File: src/rtl/uart_tx_sched.sv
// uart_tx_sched: round-robin scheduler sharing one UART transmitter among
// NREQ byte-producing requesters.
//
// Ports:
//   clk, rst        system clock, synchronous active-high reset
//   enable          allow new grants (a byte in flight always completes)
//   req, req_data   per-requester level request and byte (byte i at [8i+7:8i])
//   gnt             one-hot single-cycle pulse: byte from that requester captured
//   busy            high whenever the scheduler is not idle
//   newd, dintx     start strobe and byte to the transmitter
//   en_tx           registered copy of enable
//   donetx          transmitter completion level
//   done_pulse      one-cycle pulse when a byte completes
//   done_id         requester index for done_pulse / timeout_pulse
//   timeout_pulse   one-cycle pulse when a byte is aborted
//   timeout_err     sticky abort flag, cleared only by rst
module uart_tx_sched #(
    parameter int NREQ           = 4,
    parameter int TIMEOUT_CYCLES = 65535
) (
    input  logic                 clk,
    input  logic                 rst,
    input  logic                 enable,
    input  logic [NREQ-1:0]      req,
    input  logic [8*NREQ-1:0]    req_data,
    output logic [NREQ-1:0]      gnt,
    output logic                 busy,
    output logic                 newd,
    output logic [7:0]           dintx,
    output logic                 en_tx,
    input  logic                 donetx,
    output logic                 done_pulse,
    output logic [2:0]           done_id,
    output logic                 timeout_pulse,
    output logic                 timeout_err
);

    localparam int LW = (NREQ > 1) ? $clog2(NREQ) : 1;
    localparam int CW = (TIMEOUT_CYCLES > 1) ? $clog2(TIMEOUT_CYCLES) : 1;
    localparam logic [LW-1:0] LAST_RST = LW'(NREQ - 1);
    localparam logic [CW-1:0] CNT_MAX  = CW'(TIMEOUT_CYCLES - 1);

    typedef enum logic [1:0] {
        IDLE  = 2'd0,
        SEND  = 2'd1,
        DRAIN = 2'd2
    } state_t;

    state_t          state;
    logic [LW-1:0]   last;
    logic [LW-1:0]   sel;
    logic [LW-1:0]   cand;
    logic            found;
    logic [CW-1:0]   cnt;
    logic            donetx_q;
    logic            rise;

    // Search starts one past the most recent grant, so the last winner
    // ends up with the lowest priority.
    always_comb begin
        sel   = '0;
        cand  = '0;
        found = 1'b0;
        for (int k = 1; k <= NREQ; k++) begin
            cand = LW'((int'(last) + k) % NREQ);
            if (!found && req[cand]) begin
                found = 1'b1;
                sel   = cand;
            end
        end
    end

    assign rise = donetx & ~donetx_q;

    always_ff @(posedge clk) begin
        if (rst) begin
            state         <= IDLE;
            last          <= LAST_RST;
            cnt           <= '0;
            donetx_q      <= 1'b0;
            gnt           <= '0;
            busy          <= 1'b0;
            newd          <= 1'b0;
            dintx         <= 8'h00;
            en_tx         <= 1'b0;
            done_pulse    <= 1'b0;
            done_id       <= 3'd0;
            timeout_pulse <= 1'b0;
            timeout_err   <= 1'b0;
        end else begin
            gnt           <= '0;
            done_pulse    <= 1'b0;
            timeout_pulse <= 1'b0;
            en_tx         <= enable;
            donetx_q      <= donetx;
            case (state)
                IDLE: begin
                    if (enable && found) begin
                        state <= SEND;
                        busy  <= 1'b1;
                        gnt   <= NREQ'(1) << sel;
                        dintx <= req_data[int'(sel)*8 +: 8];
                        newd  <= 1'b1;
                        last  <= sel;
                        cnt   <= '0;
                    end
                end
                SEND: begin
                    // A completion on the final wait cycle beats the abort.
                    if (rise) begin
                        state      <= DRAIN;
                        newd       <= 1'b0;
                        done_pulse <= 1'b1;
                        done_id    <= 3'(last);
                    end else if (cnt == CNT_MAX) begin
                        state         <= IDLE;
                        busy          <= 1'b0;
                        newd          <= 1'b0;
                        timeout_pulse <= 1'b1;
                        timeout_err   <= 1'b1;
                        done_id       <= 3'(last);
                    end else begin
                        cnt <= cnt + 1'b1;
                    end
                end
                DRAIN: begin
                    // Wait out the completion level so it cannot finish the
                    // next byte.
                    if (!donetx) begin
                        state <= IDLE;
                        busy  <= 1'b0;
                    end
                end
                default: begin
                    state <= IDLE;
                    busy  <= 1'b0;
                    newd  <= 1'b0;
                end
            endcase
        end
    end

endmodule

File: config.mk
export PLATFORM = sky130hd
export DESIGN_NAME = uart_tx_sched
export DESIGN_NICKNAME = d
export VERILOG_FILES = /design/src/rtl/uart_tx_sched.sv
export SDC_FILE = /design/constraint.sdc
export NUM_CORES = 1
export LEC_CHECK = 0
export BUFFER_PORTS_ARGS = -buffer_cell sky130_fd_sc_hd__clkbuf_2
export CAP_MARGIN = 30
export CORE_ASPECT_RATIO = 0.8
export CORE_MARGIN = 4
export CORE_UTILIZATION = 25
export CTS_CLUSTER_DIAMETER = 200
export CTS_CLUSTER_SIZE = 8
export DETAILED_ROUTE_END_ITERATION = 10
export GPL_ROUTABILITY_DRIVEN = 0
export GPL_TIMING_DRIVEN = 0
export SLEW_MARGIN = 30
export SYNTH_ARGS = -nofsm -noshare
export SYNTH_HDL_FRONTEND = slang
export SYNTH_SLANG_ARGS = --single-unit
File: constraint.sdc
create_clock -name clk -period 5 [get_ports clk]
set_input_delay 0.5 -clock clk [delete_from_list [all_inputs] [get_ports clk]]
set_output_delay 0.5 -clock clk [all_outputs]
set_load 0.01 [all_outputs]
==> Word-level counts from Yosys, hierarchy flattened <==
Index checks and enable logic that the tools add are counted.
{ "totals": {"reg_bits": 42, "latch_bits": 0, "ramBits": 0, "mem_bits_ro": 0, "input_bits": 40, "out_inout_bits": 21, "wordCells": 96, "n_memories": 0} }
{ "op_classes": {"add_sub_neg": 5, "mul": 0, "n_div": 0, "n_lt_le_gt_ge": 4, "eq_ne": 9, "n_shift": 2, "muxes": 36, "n_bitwise": 7, "n_reduce_logical": 20} }
{ "ops": {"columns": ["cell", "count"], "rows": [
  ["2-to-1 mux 16 bit", 3],
  ["case mux 16 bit (2 select lines)", 1],
  ["variable part select 32 x 6 -> 8 bit", 1],
  ["adder 16 x 1 -> 16 bit, second input constant", 1],
  ["equality test 16 bit, second input constant", 1],
  ["2-to-1 mux 2 bit", 8],
  ["2-to-1 mux 1 bit", 15],
  ["less-than comparator 2 x 3 -> 1 bit, second input constant", 4],
  ["inequality test 2 bit, second input constant", 5],
  ["AND reduction 3 bit", 3],
  ["binary-select mux 1 bit (select 2 bit)", 4],
  ["AND reduction 4 bit", 2],
  ["2-to-1 mux 3 bit", 2],
  ["NOT 1 bit", 6],
  ["case mux 1 bit (3 select lines)", 2],
  ["case mux 2 bit (3 select lines)", 1],
  ["OR reduction 3 bit", 2],
  ["adder 2 x 1 -> 2 bit, second input constant", 2],
  ["adder 2 bit, second input constant", 2],
  ["logical AND 1 bit", 4],
  ["AND reduction 2 bit", 2],
  ["nonzero test 2 bit", 2],
  ["<< shifter 1 x 2 -> 4 bit, first input constant", 1],
  ["logical NOT 1 bit", 3],
  ["6 further kinds", 6]
]} }

==> Depth between registers and ports, before layout <==
Gate-level depths: netlist (run 1).
{ "depth": {"depth_word": 16, "depth_mapped": 8, "mapped_depth_nobuf": 7} }

==> Least setup slack after synthesis (run 1) <==
No wires, ideal clock.
{ "synth_path": {"path_type": "input -> register", "from": "input req[0]", "to": "register dintx[0]", "setup_time_ps": 122, "arrival_time_ps": 1913, "required_time_ps": 4878, "slack_ps": 2966, "cell_stages": 7, "n_path_buf": 2, "cell_sequence": "and2b_1 -> o21ba_1 -> buf_4 -> nor2_2 -> buf_6 -> mux2_4 -> a221o_1"} }
{ "synth_between": {"elab_chain_cells": 14, "elab_cells_between_ends": 25, "classes_between": "shift: 1; mux: 16; reduce/logical: 8"} }
{ "synth_rtl": {"columns": ["item", "line_no", "text"], "rows": [
  ["start, declared", "24", "input logic [NREQ-1:0] req,"],
  ["branches (longest 14 deep; another with binary-select mux 1 bit (select 2 bit))", null, null],
  ["end signal, assigned", "102", "dintx <= req_data[int'(sel)*8 +: 8];"],
  ["end, declared", "29", "output logic [7:0] dintx,"]
]} }
Several ways; the timed one is not identified. The select of a mux whose other input is x is not followed.
A chain may end at the register's enable or synchronous reset.

==> Worst setup path after layout (run 1) <==
{ "layout_path": {"from": "register cnt[0]", "to": "register cnt[15]"} }
{ "layout_between": {"elab_chain_cells": 4, "elab_cells_between_ends": 7, "classes_between": "add/sub: 1; eq/ne: 2; mux: 3; reduce/logical: 1"} }
{ "layout_rtl": {"columns": ["item", "line_no", "text"], "rows": [
  ["start, declared", "54", "logic [CW-1:0] cnt;"],
  ["start signal, assigned", "123", "cnt <= cnt + 1'b1;"],
  ["adder 16 x 1 -> 16 bit", "123", null],
  ["2-to-1 mux 16 bit", "115", "end else if (cnt == CNT_MAX) begin"],
  ["2-to-1 mux 16 bit", "110", "if (rise) begin"],
  ["case mux 16 bit (2 select lines)", "96", "case (state)"]
]} }
Parallel ways exist; a longest one is shown, timed or not. The select of a mux whose other input is x is not followed.

==> flow_summary.yaml, run 1 <==
run_status:
  status: "finished clean"
layout:
  fin_cells: 410
  finalInstanceArea_um2: 2600
  layout.nets: 343
  antennaDiodeCount: 0
  multi_input_comb_area_um2: 1170
  syn_to_final_growth_pct: 24.8
  fill_cells: 854
  seqCellArea_um2: 821
  final_layout_size_suffix_gt1_share_pct: 27.8
clock_network:
  clk_latency_ns: 0.29
  clock-sinks: 41
  post_cts_buffers: 0
  clk_pin_slew_ns: 0.09
  htreeDepth: 2
  cts_buffer_depth: 2
  cts_buffers: 5
  postCtsResizedCells: 0
  cts_root_buf: "clkbuf_8"
  cts_tree: "built"
  hold_buffers: 0
sta:
  rsz0062_at_grt: "no"
  timing.setup.tns_ns: 0
  slew_viol_final: 0
  fin_crit_ns: 2.16
  fmax_mhz: 462
  finalCritPeriodShare_pct: 43.3
  hold_viol_final: 0
  setup_violations: 0
  worst_pin_slew_ns: 0.823
  relSlewSlack_pct: 44.9
  fin_worst_skew_ns: 0.0157
global_routing:
  antenna_found_initial: 0
  grt.total_usage_pct: 11.5
  grt_util_met1_pct: 15.5
  grt_max_degree: 14
  grt_pass1_wl_mm: 9.01
  grt_busiest_layer: "met2"
  gr-usage-met2_pct: 17.8
  grt_pass1_vias: 1941
  grt-ovfl-total: 0
  use_met3_pct: 3.36
placed_design:
  numPortBuffers: 59
  dp.cells: 402
  post-dp-hpwl_mm: 4.13
  place_area_um2: 2510
detailed_routing:
  routed_wl_mm: 5.47
  drt-wirelength-per-cell_um: 13.3
  drc: 0
  postRouteAntennaNets: 0
  drt_iter0_markers: 113
  dr.pass1.iters: 4
  routed-via-count: 2013
  vias_per_cell: 4.91
logic_synthesis:
  ys_async_sr_fraction_pct: 0
  yosysSeqAreaShare_pct: 39.5
  synth_warnings: 0
  synth_nets: 277
  yosys-top-cells-count: "41 x dfxtp_1, 21 x a21oi_1, 16 x nand2_1"
  synth.area.top_cells: "dfxtp_1 39%, a21oi_1 5.1%, mux2_4 4.3%"
  syn_area_um2: 2080
  synth_cells: 235
  yosysMostFrequentCell: "dfxtp_1"
  ys_ff_latch: 41
  synth.largest_area_cell: "dfxtp_1"
  ys_types: 53
  synth-edff-count: 0
  synth.avg_cell_area_um2: 8.85
  synth_top_area_share_pct: 39.5
  synth-main-ff-cell: "dfxtp_1"
power_and_ir_drop:
  ir_worst_vdd_mv: 0.105
  power_density_nw_per_um2: 271
  leakage_uw: 0.00105
  finalPower_uw: 704
floorplanning:
  std_cell_rows: 29
  die_y_um: 89.6
  core-area_um2: 8020
  die_x_um: 110
  io_pins: 61
  initial_core_util_pct: 25.9
  dieArea_um2: 9850
critical_path:
  critPathRequiredTime_ns: 5.22
  path_class: "reg2reg"
  worst_ep_arrival_time_ns: 2.38
  worstSetupStartpointType: "flip-flop"
  endpoint_kind: "flip-flop"
  path_max_fanout: 8
job:
  maxCapViolCount: 0
hold_path:
  hold_class: "reg2reg"
==> stage by stage <==
| stage | setup WS (ns) | utilization (%) | hold WS (ns) |
|---|---|---|---|
| after floorplan | 2.97 | - | 0.447 |
| after global placement | 2.69 | 31.3 | 0.440 |
| after detailed placement | 2.67 | 31.3 | 0.448 |
| after CTS | 2.86 | 32.4 | 0.474 |
| after global routing | 2.69 | 32.4 | 0.487 |
| final | 2.84 | 32.4 | 0.466 |
==> flip-flops by register name, summed over array words and instances, names as in the netlist <==
signal	count
newd	1
cnt	16
done_id	2
busy	1
donetx_q	1
state	2
done_pulse	1
gnt	4
dintx	8
en_tx	1
timeout_pulse	1
last	2
timeout_err	1
==> final cells by class <==
type                            instances  share of cell area, %
Buffer                                 11                   2.36
Sequential cell                        41                   31.6
Tap cell                              108                   5.20
Clock buffer                            5                   2.65
Inverter                                6                  0.867
Timing Repair Buffer                   59                   11.4
Clock inverter                          3                  0.675
Multi-Input combinational cell        177                   45.3
==> worst max-delay path, cell delays in order, from the launching register on <==
cell and delay (ns):
dfxtp_1 0.39, inv_1 0.07, ha_1 0.20, and3_1 0.18, nand4_1 0.21, a32oi_1 0.33
or4_1 0.55, a21oi_1 0.15
==> routing by layer <==
| metal | share of wire (%) | routed length, um | vias to the layer above |
|---|---|---|---|
| met5 | 0 | 0 | - |
| met4 | 0.93 | 51 | 0 |
| met3 | 5.5 | 303 | 5 |
| met2 | 45 | 2460 | 51 |
| met1 | 48 | 2650 | 945 |
| li1 | - | - | 1012 |
==> cells by family (layout without fill, tap and decap cells) <==
family | Yosys count | in the layout | share of synthesized area [%]
DFF | 41 | 41 | 39.5
other | 1 | 1 | 0.180
xor gates and xnor gates | 2 | 2 | 0.843
AOI/OAI and AO/OA | 73 | 73 | 23.2
adders and majority gates | 2 | 2 | 1.20
muxes | 11 | 11 | 6.80
buffers and inverters | 17 | 84 | 4.03
and+or+nand+nor | 88 | 88 | 24.2
==> worst paths after layout <==
kind	startpoint	to	slack (ns)	cells after the start
hold reg to reg	timeout_err	timeout_err	0.47	1
setup reg to reg	cnt[0]	cnt[15]	2.84	7
setup / recovery	cnt[0]	cnt[15]	2.84	7
hold / removal	timeout_err	timeout_err	0.47	1
==> cell usage in the layout, fill, tap and decap left out, types with 2 or more instances in the layout <==
cell / count
buf_4: 3
o31ai_1: 5
clkbuf_8: 5
nor4_1: 2
and3_1: 5
xor2_1: 2
o22ai_1: 2
nor2_1: 8
a221o_1: 7
clkinv_2: 2
nand2_1: 16
o211ai_1: 4
o2111ai_1: 2
nor3_1: 4
a21oi_1: 21
ha_1: 2
inv_1: 6
or3_1: 7
clkbuf_2: 59
o21ai_1: 6
nand3_1: 12
nand4_1: 5
dfxtp_1: 41
or4_1: 6
nand2b_1: 4
clkbuf_1: 6
and4_1: 2
mux2i_1: 4
nor2b_1: 8
mux2_4: 6
o21ai_0: 14
==> power breakdown <==
part	switching, uW	internal, uW
Clock	119	96.5
Sequential	10.0	343
Combinational	74.4	61.8
Note: power is estimated with default switching activity, not from simulation.
==> run 2, diff against run 1 <==
--- a/config.mk
+++ b/config.mk
@@ -5,6 +5,7 @@
 export SDC_FILE = /design/constraint.sdc
 export NUM_CORES = 1
 export LEC_CHECK = 0
+export ABC_AREA = 1
 export BUFFER_PORTS_ARGS = -buffer_cell sky130_fd_sc_hd__clkbuf_2
 export CAP_MARGIN = 30
 export CORE_ASPECT_RATIO = 0.8
==> constraint.sdc (replaced) <==
create_clock -name clk -period 2.1 [get_ports clk]
set_input_delay 0.21 -clock clk [delete_from_list [all_inputs] [get_ports clk]]
set_output_delay 0.21 -clock clk [all_outputs]
set_load 0.01 [all_outputs]
==> flow_summary.yaml, run 2 <==
power_and_ir_drop:
  ir_worst_vdd_mv: 0.899
  leakage_uw: 0.00143
  power_density_nw_per_um2: 1500
critical_path:
  cp_top_family: "simple AND/OR/NAND/NOR gates"
  path_class: "reg2reg"
  path_depth: 17
  cpMaxStageDelayCell: "dfxtp_1"
  cpPeakStageDelay_ns: 0.32
  cp_common_cell: "nand2_1"
  critPathRequiredTime_ns: 2.33
  worst_ep_arrival_time_ns: 2.14
  worstSetupStartpointType: "flip-flop"
  endpoint_kind: "flip-flop"
  rr_worst_depth: 17
  path_max_fanout: 10
  crit_chain: "buf_6 -> inv_4 -> buf_12 -> nand2_4 -> nand2_2 -> nand2_1 -> nand2_1 -> nand2_2 -> nand2_4 -> nor2_4 -> nand2_8 -> nand2_8 -> buf_12 -> nand2_1 -> nand3_1 -> nand3_1 -> nand2_1"
  crit_buf_inv: 4
logic_synthesis:
  yosysSeqAreaShare_pct: 34.0
  synth.area.top_cells: "dfxtp_1 34%, nand2_1 14%, nand3_1 13%"
  synth-main-ff-cell: "dfxtp_1"
  ys_async_sr_fraction_pct: 0
  synth_warnings: 0
  synth.largest_area_cell: "dfxtp_1"
  synth_nets: 391
  yosysMostFrequentCell: "nand2_1"
  ys_ff_latch: 41
  yosys-top-cells-count: "92 x nand2_1, 65 x nand3_1, 41 x dfxtp_1"
  ys_types: 33
  syn_area_um2: 2410
  synth_top_area_share_pct: 34.0
  synth-edff-count: 0
  synth_cells: 349
  synth.avg_cell_area_um2: 6.92
layout:
  fin_util_pct: 33.3
  layout.nets: 460
  top_regs: "cnt x16, dintx x8, gnt x4"
  top_register: "cnt"
  layout_commonest_cell: "nand2_1"
  largest_register_ffs: 16
  fin_cells: 534
  finalInstanceArea_um2: 3070
  layout_common_cells: "91 x nand2_1, 65 x nand3_1, 58 x clkbuf_2"
  final_layout_size_suffix_gt1_share_pct: 29.6
  antennaDiodeCount: 0
  syn_to_final_growth_pct: 27.3
placed_design:
  pre_cts_slack_ns: 0.118
  dp.cells: 522
  post-dp-hpwl_mm: 5.03
  place_area_um2: 2850
  numPortBuffers: 58
clock_network:
  clk_latency_ns: 0.28
  hold_buffers: 0
  cts_buffer_depth: 2
  cts_root_buf: "clkbuf_16"
  htreeDepth: 2
  clock-sinks: 41
  clk_pin_slew_ns: 0.06
  cts_tree: "built"
  cts_buffers: 5
sta:
  hold_viol_final: 0
  setup_violations: 0
  timing.setup.tns_ns: 0
  slew_viol_final: 0
  fin_crit_ns: 1.92
  worst_slack_ns: 0.183
  relSlewSlack_pct: 65.4
  rsz0062_at_grt: "no"
  finalCritPeriodShare_pct: 91.3
  worst_pin_slew_ns: 0.516
  fmax_mhz: 522
  fin_worst_skew_ns: 0.00717
detailed_routing:
  routed_wl_mm: 6.34
  routed-via-count: 2468
  dr.pass1.iters: 4
  postRouteAntennaNets: 0
  drc: 0
  vias_per_cell: 4.62
  drt_iter0_markers: 168
  drt-wirelength-per-cell_um: 11.9
floorplanning:
  dieArea_um2: 11300
  std_cell_rows: 31
  initial_core_util_pct: 26.2
  io_pins: 61
  die_x_um: 118
  die_y_um: 95.9
  core-area_um2: 9230
job:
  maxCapViolCount: 0
global_routing:
  grt-ovfl-total: 0
  grt.total_usage_pct: 11.7
  grt_max_degree: 13
  antenna_found_initial: 0
  grt_pass1_wl_mm: 10.8
  grt_pass1_vias: 2333
run_status:
  status: "finished clean"
hold_path:
  hold_class: "in2reg"
  whs_path_depth: 3
run 2: worst min-delay path, cell delays in order:
cell and delay, ns:
clkbuf_2 0.11, inv_1 0.05, nor2_1 0.03
run 2: cells by family (layout without fill, tap and decap cells):
logic type	Yosys count	count (layout)	share of synthesized area, %
XOR/XNOR	7	7	2.54
adder cells (fa/ha/maj)	2	2	1.04
flip-flops	41	41	34.0
other	1	1	0.155
buffers and inverters	39	109	9.02
AND/OR/NAND/NOR	231	231	47.1
AO/OA/AOI/OAI	28	28	6.17
run 2: path summary, 6_finish.rpt:
kind	from	slack, ns	end
setup / recovery	last[0]	0.18	dintx[0]
hold / removal	enable	0.17	en_tx
setup reg to reg	last[0]	0.18	dintx[0]
hold reg to reg	dintx[6]	0.45	dintx[6]
run 2: stage by stage:
stage               total power, uW  hold slack (ns)
global placement               3500            0.439
CTS                            4440            0.162
detailed placement             3540            0.444
finish                         4620            0.167
global route                   4990            0.174
floorplan                      2960            0.317
run 2: repair_timing:
item | 4_1_cts | 5_1_grt
setup endpoints to repair | 0 | 7
gates resized for setup | 0 | 8
buffers inserted | 0 | 4
run 2: layout make-up:
class	count	area, um^2
Buffer	15	130
Clock buffer	7	143
Clock inverter	1	30.0
Fill cell	1008	6160
Inverter	24	92.6
Multi-Input combinational cell	269	1390
Sequential cell	41	821
Tap cell	115	144
Timing Repair Buffer	62	320
run 2: where the power goes:
| part | switching, uW | internal (uW) | leakage, uW |
|---|---|---|---|
| combinational | 1660 | 1080 | 0.00101 |
| sequential | 73.7 | 923 | 0.000334 |
| clock | 299 | 594 | 0.0000841 |
run 2: routing by layer:
| layer | part of all wire (%) | up-vias | GRT usage (%) | wire, um |
|---|---|---|---|---|
| met1 | 50 | 1079 | 15.9 | 3200 |
| li1 | - | 1277 | - | - |
| met5 | 0 | - | 0 | 0 |
| met4 | 2.2 | 0 | 4.98 | 138 |
| met3 | 7.9 | 14 | 3.70 | 503 |
| met2 | 39 | 98 | 17.1 | 2500 |
